**src/rtl/keypad_pkg.sv**
```systemverilog
// Shared definitions for the 4x4 key-matrix scanner: matrix geometry,
// column-state encoding with its active-low column drive, and the mapping
// from (column, row) to a bit position in the 16-key vector.
package keypad_pkg;

    localparam int NUM_ROWS = 4;
    localparam int NUM_COLS = 4;
    localparam int NUM_KEYS = NUM_ROWS * NUM_COLS;

    typedef enum logic [1:0] {
        COL0 = 2'd0,
        COL1 = 2'd1,
        COL2 = 2'd2,
        COL3 = 2'd3
    } col_state_e;

    localparam logic [NUM_COLS-1:0] COL0_DRIVE = 4'b1110;
    localparam logic [NUM_COLS-1:0] COL1_DRIVE = 4'b1101;
    localparam logic [NUM_COLS-1:0] COL2_DRIVE = 4'b1011;
    localparam logic [NUM_COLS-1:0] COL3_DRIVE = 4'b0111;

    // Bit position of a key in the frame / key_out vector.
    function automatic int key_index(input int col, input int row);
        return col * NUM_ROWS + row;
    endfunction

    // Active-low column drive pattern for a given scan state.
    function automatic logic [NUM_COLS-1:0] col_drive(input col_state_e state);
        case (state)
            COL0:    return COL0_DRIVE;
            COL1:    return COL1_DRIVE;
            COL2:    return COL2_DRIVE;
            COL3:    return COL3_DRIVE;
            default: return COL0_DRIVE;
        endcase
    endfunction

endpackage

```
**src/rtl/key_sync.sv**
```systemverilog
// Two-flop synchroniser bringing the asynchronous, active-low matrix rows
// into the clk_in domain. Resets to all-ones, i.e. "no row pulled low".
module key_sync #(
    parameter int WIDTH = 4
) (
    input  logic             clk_in,
    input  logic             rst_n_in,
    input  logic [WIDTH-1:0] async_in,
    output logic [WIDTH-1:0] sync_out
);

    logic [WIDTH-1:0] sync1_d, sync1_q;
    logic [WIDTH-1:0] sync2_d, sync2_q;

    // Next values simply shift the raw input down the two-stage chain.
    always_comb begin
        sync1_d = async_in;
        sync2_d = sync1_q;
    end

    // Synchroniser flops, released rows idle high.
    always_ff @(posedge clk_in) begin
        if (!rst_n_in) begin
            sync1_q <= '1;
            sync2_q <= '1;
        end else begin
            sync1_q <= sync1_d;
            sync2_q <= sync2_d;
        end
    end

    assign sync_out = sync2_q;

endmodule

```
**src/rtl/matrix_key_scan.sv**
```systemverilog
// 4x4 key-matrix scanner with frame-level debounce.
// One column is driven low per SCAN_DIV cycles; the synchronised rows are
// captured at the end of each column slot into a 16-bit frame. key_out is
// reloaded only once DEBOUNCE_SCANS consecutive frames agree, and key_press
// pulses for one cycle on each newly pressed key.
// Optional build macro MATRIX_KEY_SINGLE_PRIORITY_EN: when defined, the
// debounced frame is reduced to its lowest-index pressed key before it is
// loaded into key_out (debounce still runs on the raw frame).
module matrix_key_scan
    import keypad_pkg::*;
#(
    parameter int SCAN_DIV       = 12000,
    parameter int DEBOUNCE_SCANS = 3
) (
    input  logic                clk_in,
    input  logic                rst_n_in,
    input  logic [NUM_ROWS-1:0] row_in,
    output logic [NUM_COLS-1:0] col_out,
    output logic [NUM_KEYS-1:0] key_out,
    output logic [NUM_KEYS-1:0] key_press
);

    localparam int             DIV_W    = $clog2(SCAN_DIV);
    localparam logic [DIV_W-1:0] DIV_LAST = DIV_W'(SCAN_DIV - 1);
    localparam logic [7:0]     DEB_MAX  = 8'(DEBOUNCE_SCANS);

    logic [NUM_ROWS-1:0] row_sync;

    logic [DIV_W-1:0]    div_d, div_q;
    col_state_e          state_d, state_q;
    logic [NUM_KEYS-1:0] frame_d, frame_q;
    logic [NUM_KEYS-1:0] prev_d, prev_q;
    logic [7:0]          stable_d, stable_q;
    logic [NUM_KEYS-1:0] key_out_d, key_out_q;
    logic [NUM_KEYS-1:0] key_press_d, key_press_q;

    logic                scan_tick;
    logic [NUM_KEYS-1:0] new_frame;
    logic [NUM_KEYS-1:0] reduced_frame;

    key_sync #(
        .WIDTH (NUM_ROWS)
    ) u_key_sync (
        .clk_in   (clk_in),
        .rst_n_in (rst_n_in),
        .async_in (row_in),
        .sync_out (row_sync)
    );

    assign scan_tick = (div_q == DIV_LAST);

    // Current frame with the active column's slice overwritten by the
    // pressed-high view of the synchronised rows.
    always_comb begin
        new_frame = frame_q;
        for (int r = 0; r < NUM_ROWS; r++) begin
            new_frame[key_index(int'(state_q), r)] = ~row_sync[r];
        end
    end

    // Vector that will be loaded into key_out once the frame is stable.
    always_comb begin
`ifdef MATRIX_KEY_SINGLE_PRIORITY_EN
        reduced_frame = new_frame & (~new_frame + NUM_KEYS'(1));
`else
        reduced_frame = new_frame;
`endif
    end

    // Divider, column FSM, frame assembly and debounce next-state logic.
    always_comb begin
        div_d       = scan_tick ? '0 : div_q + DIV_W'(1);
        state_d     = state_q;
        frame_d     = frame_q;
        prev_d      = prev_q;
        stable_d    = stable_q;
        key_out_d   = key_out_q;
        key_press_d = '0;

        if (scan_tick) begin
            frame_d = new_frame;
            case (state_q)
                COL0:    state_d = COL1;
                COL1:    state_d = COL2;
                COL2:    state_d = COL3;
                COL3:    state_d = COL0;
                default: state_d = COL0;
            endcase

            if (state_q == COL3) begin
                if (new_frame == prev_q) begin
                    stable_d = (stable_q >= DEB_MAX) ? DEB_MAX : stable_q + 8'd1;
                end else begin
                    stable_d = 8'd1;
                end
                prev_d = new_frame;

                if (stable_d >= DEB_MAX) begin
                    key_out_d   = reduced_frame;
                    key_press_d = reduced_frame & ~key_out_q;
                end
            end
        end
    end

    // State registers; reset restarts the scan at column 0 with an idle,
    // already-stable all-released history.
    always_ff @(posedge clk_in) begin
        if (!rst_n_in) begin
            div_q       <= '0;
            state_q     <= COL0;
            frame_q     <= '0;
            prev_q      <= '0;
            stable_q    <= DEB_MAX;
            key_out_q   <= '0;
            key_press_q <= '0;
        end else begin
            div_q       <= div_d;
            state_q     <= state_d;
            frame_q     <= frame_d;
            prev_q      <= prev_d;
            stable_q    <= stable_d;
            key_out_q   <= key_out_d;
            key_press_q <= key_press_d;
        end
    end

    assign col_out   = col_drive(state_q);
    assign key_out   = key_out_q;
    assign key_press = key_press_q;

endmodule

```
**config.mk**
```make
export PLATFORM = sky130hd
export DESIGN_NAME = matrix_key_scan
export DESIGN_NICKNAME = d
export VERILOG_FILES = /design/src/rtl/keypad_pkg.sv /design/src/rtl/key_sync.sv /design/src/rtl/matrix_key_scan.sv
export SDC_FILE = /design/constraint.sdc
export NUM_CORES = 1
export LEC_CHECK = 0
export ABC_AREA = 1
export BUFFER_PORTS_ARGS = -buffer_cell sky130_fd_sc_hd__buf_4
export CORE_UTILIZATION = 52
export CTS_CLUSTER_SIZE = 10
export DETAILED_ROUTE_END_ITERATION = 16
export GPL_TIMING_DRIVEN = 0
export PLACE_DENSITY_LB_ADDON = 0.15
export RECOVER_POWER = 100
export SLEW_MARGIN = 20
export SYNTH_ARGS = -nofsm -noshare
export SYNTH_HDL_FRONTEND = slang
export SYNTH_SLANG_ARGS = --single-unit
```
**constraint.sdc**
```tcl
create_clock -name clk_in -period 1.86 [get_ports clk_in]
set_input_delay 0.186 -clock clk_in [delete_from_list [all_inputs] [get_ports clk_in]]
set_output_delay 0.186 -clock clk_in [all_outputs]
set_load 0.02 [all_outputs]
```
==> results.json, run 1 <==
{
  "via_count": 3537,
  "rr_worst_depth": 15,
  "drtAntennaViolNets": 0,
  "async_reset_ff_frac": 0,
  "fp.dieW_um": 89.2,
  "cts.clk_slew.worst_paths_ps": 90,
  "core-area_mm2": 0.00729,
  "pin_count": 42,
  "worst_slew_pin_slew_ps": 708,
  "synth_enable_flop_cells": 0,
  "wl_per_cell_um": 13.4,
  "rsz0062_at_grt": "true",
  "arrival_ps": 2420,
  "setup_slack_ps": -309,
  "period_needed_ps": 2170,
  "gr-total-overflow": 0,
  "clkSinkCount": 96,
  "grtUsageTotal": 0.239,
  "drv_cap": 0,
  "ys_seq_area_frac": 0.486,
  "drive_gt1_frac": 0.295,
  "cts_max_level": 3,
  "yosysTopAreaCell": "dfxtp_1",
  "setup_violations": 53,
  "fin_total_pwr_mw": 3.47,
  "hold_viol_final": 0,
  "cp-end-kind": "flop",
  "drt-total-wl_mm": 9.19,
  "fill_cells": 635,
  "cts_buffers": 9,
  "violations": "negative setup slack",
  "cts_max_path_buffers": 2,
  "num_antenna_cells": 0,
  "grt_pass1_vias": 3215,
  "syn_nets": 517,
  "synth_cell_type_count": 33,
  "mostFrequentLayoutCells": "dfxtp_1, nand2_1, inv_1",
  "irDropWorstVdd_v": 0.000673,
  "fin_util": 0.694,
  "cts-root-buf": "clkbuf_8",
  "whs_ps": 6.61,
  "vias_per_cell": 5.16,
  "final.setup.tns_ps": -10930,
  "cellLeakagePower_nw": 2.44,
  "relSlewSlack": 0.528,
  "cellPowerDensity_mw_per_mm2": 686,
  "whs_path_depth": 2,
  "drtIter0Drc": 112,
  "nets": 596,
  "multiInputGateArea_mm2": 0.00199,
  "grt_max_degree": 17,
  "rows": 31,
  "slew_violations": 0,
  "crit_required_ps": 2120,
  "syn_to_final_growth_pct": 27.9,
  "min_period_over_period": 1.17,
  "layout_commonest_cell": "dfxtp_1",
  "synth_top_area_frac": 0.486,
  "fmax_ghz": 0.461,
  "grt_pass1_wl_mm": 14.4,
  "clock_latency_ps": 360,
  "dp.final_hpwl_mm": 6.15,
  "initial_utilization": 0.543,
  "ff_latch_area_mm2": 0.00193,
  "first_pass_iters": 4,
  "syn_area_mm2": 0.00396,
  "crit_path_start_kind": "flop",
  "gp_congestion": 0.809,
  "synth_ff_type": "dfxtp_1",
  "io_buffers": 41,
  "yosysWarningCount": 0,
  "ys_top_cells_by_area": "dfxtp_1, nand2_1, inv_1",
  "cp_max_fo": 5,
  "syn_avg_cell_area_um2": 7.87,
  "antenna_found_initial": 0,
  "critPathKind": "flop to flop",
  "fp.dieH_um": 89.2,
  "tritoncts": "done",
  "hold_class": "input port to flop",
  "place_ws_ps": -492,
  "clock_skew_ps": 13.0,
  "status": "finished, violations left",
  "ys_ff_latch": 96,
  "die-area_mm2": 0.00796,
  "drc": 0,
  "synth_cells": 503
}
==> state kept, by name, summed over array words and instances (netlist names) <==
name / cells
div_q: 14
frame_q: 16
key_out: 16
key_press: 16
prev_q: 16
stable_q: 8
state_q: 2
u_key_sync.sync1_q: 4
u_key_sync.sync_out: 4
==> layout make-up <==
| class | count | share of cell area |
|---|---|---|
| plain buffers | 17 | 0.0252 |
| multi-input cells | 318 | 0.394 |
| inverters | 72 | 0.0598 |
| clock buffers | 10 | 0.0252 |
| well taps | 99 | 0.0245 |
| repair buffers | 68 | 0.0811 |
| clock inverters | 6 | 0.00890 |
| flip-flops and latches | 96 | 0.382 |
==> final timing paths <==
check / slack [ps] / end / from
worst max-delay path: -310 / key_out[8] / state_q[1]
worst min-delay path: 7 / u_key_sync.sync1_q[1] / row_in[1]
worst max register to register: -310 / key_out[8] / state_q[1]
worst min register to register: 420 / u_key_sync.sync_out[2] / u_key_sync.sync1_q[2]
==> per-layer routing <==
metal,vias up,part of all wire,global-route usage
met5,-,0,0
met4,0,0.018,0.111
met3,12,0.048,0.0425
met2,68,0.49,0.412
met1,1670,0.44,0.291
li1,1787,-,-
==> stage by stage <==
stage / cell area, um2 / std cells
after CTS: 4990 / 681
after detailed placement: 4490 / 643
after global placement: 4490 / 643
after floorplan: 4060 / 503
after global routing: 5060 / 686
final: 5060 / 686
==> critical path: stages (launching register included) <==
cell	delay (ps)
dfxtp_4	400
inv_6	50
ha_4	200
inv_8	90
nand2_4	50
nand3b_1	100
nand2_2	60
nor2_2	120
nand2_2	100
nor2_4	160
nand3_2	120
nor2_4	220
nand2_4	100
buf_6	150
nand3_2	50
nand2_1	60
==> repair_timing <==
action,CTS,global route
pin swaps,24,39
gates cloned,1,0
gates resized for setup,46,53
buffers inserted,20,10
hold buffers,1,0
endpoints found under the setup margin,84,75
hold endpoints to repair,1,0
==> kinds of logic after synthesis <==
kind of cell | count (synthesis) | share of synthesized area
AND/OR/NAND/NOR | 242 | 0.304
XOR/XNOR | 3 | 0.00664
buffers and inverters | 89 | 0.0898
adder cells (fa/ha/maj) | 8 | 0.0253
flip-flops | 96 | 0.486
AO/OA/AOI/OAI | 65 | 0.0888
==> synthesized netlist by cell type, types with 3 or more instances <==
| cell | instances |
|---|---|
| nor3_1 | 3 |
| nor2_1 | 27 |
| nand2_2 | 6 |
| ha_1 | 8 |
| nand4_2 | 10 |
| or2_2 | 8 |
| nand2_1 | 114 |
| nand4_1 | 8 |
| a21oi_1 | 24 |
| nand3b_1 | 9 |
| o22ai_1 | 16 |
| clkbuf_1 | 10 |
| inv_2 | 4 |
| inv_1 | 67 |
| nand3_1 | 36 |
| o21ai_0 | 23 |
| nor2_2 | 13 |
| dfxtp_1 | 96 |
==> report_power, final <==
group	total (mW)	internal, mW	switching, mW
clock	1.23	0.491	0.738
sequential	2.08	2.06	0.0143
combinational	0.165	0.0695	0.0955
(Power assumes the default switching activity.)
==> inputs of run 2 (changes only) <==
- PLACE_DENSITY: unset -> 0.81
- PLACE_DENSITY_LB_ADDON: 0.15 -> unset
==> run 2 against run 1 <==
  * The flow still finishes with violations (negative setup slack)
  * Clock power up 5%
  * Power up 1.7%
  * Setup slack worse by 2.0 ps
  * Global-route usage up 1.3 points
  * Sequential power about the same
  * Hold slack better by 230 ps
  * Non-clock buffer count down 1
  * Die area unchanged
  * Sequential share of layout area down 0.59 points
  * Largest cell class unchanged
  * Largest power group unchanged
  * Highest routed layer unchanged
==> results.json, run 2 (synthesis results as in run 1) <==
{
  "critPathKind": "flop to flop",
  "cts.clk_slew.worst_paths_ps": 100,
  "whs_ps": 237,
  "hold_class": "input port to flop",
  "placed_cell_area_mm2": 0.00449,
  "irDropWorstVdd_v": 0.000516,
  "setup_violations": 32,
  "grt_pass1_vias": 3437,
  "cp-end-kind": "flop",
  "vias_per_cell": 5.42,
  "grt_pass1_wl_mm": 15.1,
  "relSlewSlack": 0.527,
  "rsz0062_at_grt": "true",
  "cp_max_fo": 6,
  "tritoncts": "done",
  "num_antenna_cells": 0,
  "core-area_mm2": 0.00729,
  "gp_congestion": 0.852,
  "die-area_mm2": 0.00796,
  "io_buffers": 41,
  "period_needed_ps": 2170,
  "fin_util": 0.707,
  "hold_viol_final": 0,
  "cts_max_level": 3,
  "cellPowerDensity_mw_per_mm2": 685,
  "finalNonFillerCells": 685,
  "first_pass_iters": 11,
  "stdcell_area_mm2": 0.00515,
  "clkSinkCount": 96,
  "crit_start": "state_q[0]",
  "rr_worst_depth": 15,
  "fp.dieW_um": 89.2,
  "slew_violations": 0,
  "worst_slew_pin_slew_ps": 709,
  "drtAntennaViolNets": 0,
  "drv_cap": 0,
  "crit_required_ps": 2180,
  "nets": 595,
  "cts_max_path_buffers": 2,
  "max_stage_delay_ps": 390,
  "drive_gt1_frac": 0.299,
  "fill_cells": 584,
  "r2r-end": "key_press[1]",
  "min_period_over_period": 1.17,
  "cp_slowest_cell": "dfxtp_4",
  "wl_per_cell_um": 14.8,
  "violations": "negative setup slack",
  "layout_commonest_cell": "dfxtp_1",
  "mostFrequentLayoutCells": "dfxtp_1, nand2_1, inv_1",
  "dp.cells": 643,
  "place_ws_ps": -563,
  "reg2reg_slack_ps": -310,
  "cts-root-buf": "clkbuf_8",
  "cp_common_cell": "nand2_1",
  "cellLeakagePower_nw": 2.47,
  "grt_max_degree": 18,
  "initial_utilization": 0.543,
  "syn_to_final_growth_pct": 30.3,
  "pin_count": 42,
  "grtUsageTotal": 0.252,
  "fp.dieH_um": 89.2,
  "endpoint": "key_press[1]",
  "fmax_ghz": 0.461,
  "multiInputGateArea_mm2": 0.00204,
  "via_count": 3715,
  "arrival_ps": 2490,
  "antenna_found_initial": 0,
  "clock_skew_ps": 12.1,
  "regToRegStartpoint": "state_q[0]",
  "crit_path_start_kind": "flop",
  "dp.final_hpwl_mm": 6.42,
  "setup_slack_ps": -311,
  "ff_latch_area_mm2": 0.00194,
  "clock_latency_ps": 380,
  "drt-total-wl_mm": 10.2,
  "drc": 0,
  "status": "finished, violations left",
  "drtIter0Drc": 259,
  "rows": 31,
  "cts_buffers": 9,
  "path_cells": "inv_4 -> ha_4 -> inv_2 -> nand2_2 -> nand2_2 -> nand2_1 -> nand2_1 -> nor2_1 -> nand2_1 -> nor2_4 -> nand3_4 -> nor2_4 -> buf_6 -> nand4_1 -> nor2_1",
  "gr-total-overflow": 0
}
run 2: how the worst min path moves through the flow:
stage,depth (start not counted),slack (ps),startpoint,end
floorplan,1,290,row_in[0],u_key_sync.sync1_q[0]
global placement,2,370,row_in[3],u_key_sync.sync1_q[3]
detailed placement,2,380,row_in[2],u_key_sync.sync1_q[2]
CTS,5,240,rst_n_in,div_q[9]
global route,3,230,rst_n_in,frame_q[4]
finish,3,240,rst_n_in,frame_q[3]
run 2: area by class of cell:
cell class / instances / area share
repair buffers: 67 / 0.0850
inverters: 72 / 0.0578
plain buffers: 17 / 0.0272
clock inverters: 6 / 0.00995
flip-flops and latches: 96 / 0.376
multi-input cells: 318 / 0.396
clock buffers: 10 / 0.0248
well taps: 99 / 0.0240
run 2: worst max-delay path, delay by kind of cell, from the launching register on:
family,cells,cell delay [ps]
fa+ha+maj,1,170
buf+inv,3,320
flops,1,390
simple gates,11,1240
run 2: report_power, final:
group	switching, mW	total, mW	internal, mW
Combinational	0.0956	0.160	0.0644
Sequential	0.0157	2.08	2.06
Clock	0.783	1.29	0.508
Total	0.894	3.53	2.64
run 2: per-stage QoR:
stage / power (mW) / setup TNS, ps
finish: 3.53 / -8910
global route: 3.64 / -12510
floorplan: 2.21 / -590
detailed placement: 2.24 / -29580
CTS: 3.52 / -5240
global placement: 2.24 / -23930
run 2: repair_timing:
action | CTS | global route
hold endpoints to repair | 4 | 0
setup buffers | 12 | 8
cloned | 1 | 1
gates resized for setup | 55 | 59
pin swaps | 27 | 36
hold buffers | 4 | 0
endpoints found under the setup margin | 84 | 77
run 2: layer usage:
| metal | track usage | part of all wire | vias up |
|---|---|---|---|
| met3 | 0.0388 | 0.053 | 28 |
| met2 | 0.456 | 0.52 | 165 |
| met1 | 0.289 | 0.40 | 1749 |
| li1 | - | - | 1773 |
| met4 | 0.127 | 0.031 | 0 |
| met5 | 0 | 0 | - |
